--- src/rtl/cell_cdc_hs_tx.sv ---
// cell_cdc_hs_tx: source side of a four-phase REQ/ACK clock-domain crossing.
// A word accepted on S_VALID/S_READY is held on DATA_OUT while REQ is high.
// The block then waits for the synchronized ACK to rise and fall again.
// Optional build macro CELL_CDC_HS_TX_TIMEOUT_EN adds a sticky timeout flag
// on ERR. Without the macro, ERR is tied to 0.
module cell_cdc_hs_tx #(
    parameter int DW        = 32,
    parameter int TO_CYCLES = 1024
) (
    input  logic          CK,
    input  logic          RST,
    input  logic          S_VALID,
    output logic          S_READY,
    input  logic [DW-1:0] S_DATA,
    output logic          REQ,
    output logic [DW-1:0] DATA_OUT,
    input  logic          ACK,
    output logic          BUSY,
    output logic          ERR
);

    typedef enum logic [1:0] {
        IDLE    = 2'd0,
        WAIT_AH = 2'd1,
        WAIT_AL = 2'd2
    } state_e;

    state_e        state_q, state_d;
    logic          req_q, req_d;
    logic [DW-1:0] data_q, data_d;
    logic          ack_s1_q, ack_s2_q;

    // Two-flop synchronizer bringing the asynchronous ACK into the CK domain.
    // NOTE: sequential state uses non-blocking (<=) so every flop samples pre-edge values.
    always_ff @(posedge CK) begin
        if (RST) begin
            ack_s1_q <= 1'b0;
            ack_s2_q <= 1'b0;
        end else begin
            ack_s1_q <= ACK;
            ack_s2_q <= ack_s1_q;
        end
    end

    // State, REQ and held data registers.
    // NOTE: DATA_OUT is a plain register bank, not a memory, so it takes the reset value.
    always_ff @(posedge CK) begin
        if (RST) begin
            state_q <= IDLE;
            req_q   <= 1'b0;
            data_q  <= '0;
        end else begin
            state_q <= state_d;
            req_q   <= req_d;
            data_q  <= data_d;
        end
    end

    // Handshake sequencing. The FSM looks only at the synchronized ACK.
    // NOTE: every output of this block gets a default first, so no latch is inferred.
    always_comb begin
        state_d = state_q;
        req_d   = req_q;
        data_d  = data_q;
        case (state_q)
            IDLE: begin
                if (S_VALID) begin
                    data_d  = S_DATA;
                    req_d   = 1'b1;
                    state_d = WAIT_AH;
                end
            end
            WAIT_AH: begin
                if (ack_s2_q) begin
                    req_d   = 1'b0;
                    state_d = WAIT_AL;
                end
            end
            WAIT_AL: begin
                if (!ack_s2_q) begin
                    state_d = IDLE;
                end
            end
            default: begin
                req_d   = 1'b0;
                state_d = IDLE;
            end
        endcase
    end

    assign S_READY  = (state_q == IDLE);
    assign BUSY     = (state_q != IDLE);
    assign REQ      = req_q;
    assign DATA_OUT = data_q;

`ifdef CELL_CDC_HS_TX_TIMEOUT_EN
    localparam int            CW     = $clog2(TO_CYCLES) + 1;
    localparam logic [CW-1:0] TO_MAX = CW'(TO_CYCLES);

    logic [CW-1:0] cnt_q, cnt_d;
    logic          err_q, err_d;

    // Wait-time counter. It restarts on every state change and saturates at the
    // threshold. ERR latches on the edge where the count reaches the threshold.
    always_comb begin
        cnt_d = cnt_q;
        if (state_q == IDLE || state_d != state_q) begin
            cnt_d = '0;
        end else if (cnt_q != TO_MAX) begin
            cnt_d = cnt_q + 1'b1;
        end
        err_d = err_q | (cnt_d == TO_MAX);
    end

    // Timeout counter and sticky error flag.
    always_ff @(posedge CK) begin
        if (RST) begin
            cnt_q <= '0;
            err_q <= 1'b0;
        end else begin
            cnt_q <= cnt_d;
            err_q <= err_d;
        end
    end

    assign ERR = err_q;
`else
    // The threshold matters only in the timeout build.
    logic unused_to_cycles;
    assign unused_to_cycles = (TO_CYCLES >= 4);
    assign ERR = 1'b0;
`endif

endmodule

--- config.mk ---
export PLATFORM = sky130hd
export DESIGN_NAME = cell_cdc_hs_tx
export DESIGN_NICKNAME = d
export VERILOG_FILES = /design/src/rtl/cell_cdc_hs_tx.sv
export SDC_FILE = /design/constraint.sdc
export NUM_CORES = 1
export LEC_CHECK = 0
export CAP_MARGIN = 40
export CORE_MARGIN = 5
export CORE_UTILIZATION = 38
export DETAILED_ROUTE_END_ITERATION = 10
export PLACE_DENSITY = 0.78
export SLEW_MARGIN = 10
export SYNTH_ARGS = -nofsm -noshare
export SYNTH_HDL_FRONTEND = slang
export SYNTH_SLANG_ARGS = --single-unit
export TNS_END_PERCENT = 20
--- constraint.sdc ---
create_clock -name CK -period 1.7 [get_ports CK]
set_input_delay 0.34 -clock CK [delete_from_list [all_inputs] [get_ports CK]]
set_output_delay 0.34 -clock CK [all_outputs]
set_load 0.02 [all_outputs]
==> run summary <==
status = complete, no violations
post-synthesis cell area = 1323 µm²
DRT antenna net count = 0
Peak supply drop = 0.5048 mV
Hold Fails Final Rpt = 0
Overall Global Routing Usage = 15.46%
Inserted Diodes = 0
PortBufs = 70
ys async rst share = 0%
clock buffer depth = 2
Sink Count = 37
area delta synth->final = 65.85%
Setup crit start kind = flop
Mapped Cells = 162
Chip Width = 69.00 µm
crit share post-route = 96.37%
share of layout cells above drive strength 1 = 8.403%
Max Clock Skew = 0.008651 ns
drt via density = 4.454
die extent in y = 69.00 µm
Final setup viols = 0
max_cap viols = 0
CP Class = flop to output port
first-pass GRT wire length = 5388 µm
H-Tree Depth = 2
Flop pwr share = 47.9%
RePlAce Congestion = 0.7250
critical path's top delay family = buffers and inverters
Peak Freq = 0.6104 GHz
row cnt = 21
post-synth top area cell = dfxtp_1
crit path buf inv count = 1
root buf cell = clkbuf_4
Main synth FF type = dfxtp_1
nets@finish = 273
Seq cells post-synth = 37
Clk pwr share = 32.0%
Post-Place Cell Area = 2098 µm²
CTS tree = built
Avg Inst Size Synth = 8.164 µm²
Detailed Place HPWL = 2540 µm
Vias = 1265
Worst EP required = 1.36 ns
wire per inst = 11.97 µm
vias in the first global route = 1203
Synthesis Warnings = 0
Post-CTS Setup Bufs = 0
CTS buffer count = 5
CP max-delay cell = clkdlybuf4s50_1
Power Dens Cells = 899.4 nW/µm²
initial DRC count = 72
Worst-path clk slew = 0.10 ns
Post-synth EDFFs = 0
IO Pins = 72
synth cell count leaders = nand2_1 (64), dfxtp_1 (37), a21oi_1 (33)
count leader, synth = nand2_1
RSZ-0062 raised after global routing = no
post-synthesis sequential area ratio = 56.01%
Slew Limit Fails = 0
crit-path max cell delay = 0.61 ns
Psw = 492.9 µW
Mapped Nets = 198
cell internal pwr = 1480 µW
post-route design area = 2193 µm²
CP arrival = 1.30 ns
Pleak = 0.0009493 µW
CTS Hold Buffers Added = 0
Max FO, Critical Path = 2
antenna violations before repair = 0
Clk Latency, worst-skew pair = 0.33 ns
Pre-antenna DRT Iters = 4
Gate power share = 20.1%
initial core utilization = 39.32%
die area = 4760 µm²
CP endpoint kind = output port
Sw Share = 24.98%
Tmin final = 1.638 ns
Cell variety after synth = 19
gr ovfl total = 0
final wirelength = 3399 µm
total negative slack = 0 ns
DRC = 0
worst-path cell chain = clkdlybuf4s50_1
share of the synthesized area in the top cell type = 56.01%
top cells by area, synth = dfxtp_1 (56%), nand2_1 (18%), a21oi_1 (12%), buf_6 (2.6%), buf_2 (1.5%)
largest net degree at the start of global routing = 21
Hold Crit Class = flop to flop
Core ar. = 3363 µm²
cell families (layout without fill, tap and decap cells):
group | count (synthesis) | in the layout | share of synthesized area (%)
compound gates | 34 | 34 | 13.06
flops | 37 | 37 | 56.01
xor+xnor | 1 | 1 | 0.6624
other cells | 1 | 1 | 0.2835
buf+inv | 15 | 91 | 6.622
simple gates | 73 | 73 | 22.61
mux | 1 | 1 | 0.7569
area by class of cell:
cell class                      instances  area, µm²
Clock buffer                            7      55.05
Clock inverter                          1      30.03
Fill cell                             324       1170
Inverter                                3      11.26
Multi-Input combinational cell        110      500.5
Sequential cell                        37      740.7
Tap cell                               46      57.56
Timing Repair Buffer                   80      798.3
registers in the layout, summed over array words and instances (netlist names):
signal / count
ack_s2_q: 1
ack_s1_q: 1
REQ: 1
DATA_OUT: 32
state_q: 2
layout by cell type, fill, tap and decap left out:
cell             instances
inv_1                    3
dlymetal6s2s_1           7
clkbuf_1                 1
clkdlybuf4s50_1         60
nand2_1                 64
dfxtp_1                 37
xnor2_1                  1
bufinv_16                1
clkbuf_4                 5
buf_12                   1
or3b_1                   1
nor3_1                   2
nor2_1                   1
nand3_1                  1
clkbuf_2                 1
or2_2                    1
nor3b_4                  1
clkbuf_8                 1
conb_1                   1
mux2i_1                  1
a21oi_1                 33
nor2b_1                  2
o31ai_1                  1
dlygate4sd2_1            2
buf_4                    9
layer usage:
metal | global-route usage (%) | share of wire, % | wire length (µm) | up-vias
met5 | 0 | 0 | 0 | -
met4 | 5.109 | 0.76 | 26 | 0
met3 | 8.104 | 11 | 380 | 5
met2 | 25.24 | 48 | 1636 | 42
met1 | 17.26 | 40 | 1356 | 555
li1 | - | - | - | 663
stage by stage:
| step | total power [µW] | instances | setup WS, ns | hold WS [ns] | utilization (%) |
|---|---|---|---|---|---|
| 3_5_place_dp | 1373 | 276 | 0.04452 | 0.4403 | 62.39 |
| 6_report | 1973 | 284 | 0.06179 | 0.4569 | 65.22 |
| 3_3_place_gp | 1369 | 276 | 0.06530 | 0.4197 | 62.39 |
| 4_1_cts | 2004 | 284 | 0.004008 | 0.4610 | 64.81 |
| 5_1_grt | 2071 | 284 | 0.0003357 | 0.4743 | 65.22 |
| 2_1_floorplan | 1153 | 162 | 0.4723 | 0.4138 | - |
power groups by stage:
stage               clock network (µW)  registers, µW  logic (µW)
floorplan                            0           1030         126
finish                             632            945         396
global placement                     0            964         405
global route                       688            952         431
CTS                                654            946         404
detailed placement                   0            965         408
final timing paths:
kind | start | depth (start not counted) | slack (ns) | to
hold reg to reg | ack_s1_q$_SDFF_PP0_ | 1 | 0.46 | ack_s2_q$_SDFF_PP0_
hold / removal | ack_s1_q$_SDFF_PP0_ | 1 | 0.46 | ack_s2_q$_SDFF_PP0_
setup reg to reg | state_q[0]$_SDFFE_PP0P_ | 5 | 0.37 | DATA_OUT[8]$_SDFFE_PP0P_
setup / recovery | DATA_OUT[15]$_SDFFE_PP0P_ | 1 | 0.06 | DATA_OUT[15]
repair_timing:
item,CTS,global route
pin swaps,0,0
hold endpoints to repair,0,0
resized for setup,3,9
setup endpoints to repair,3,8
No activity file was read; power rests on OpenSTA's default activity.
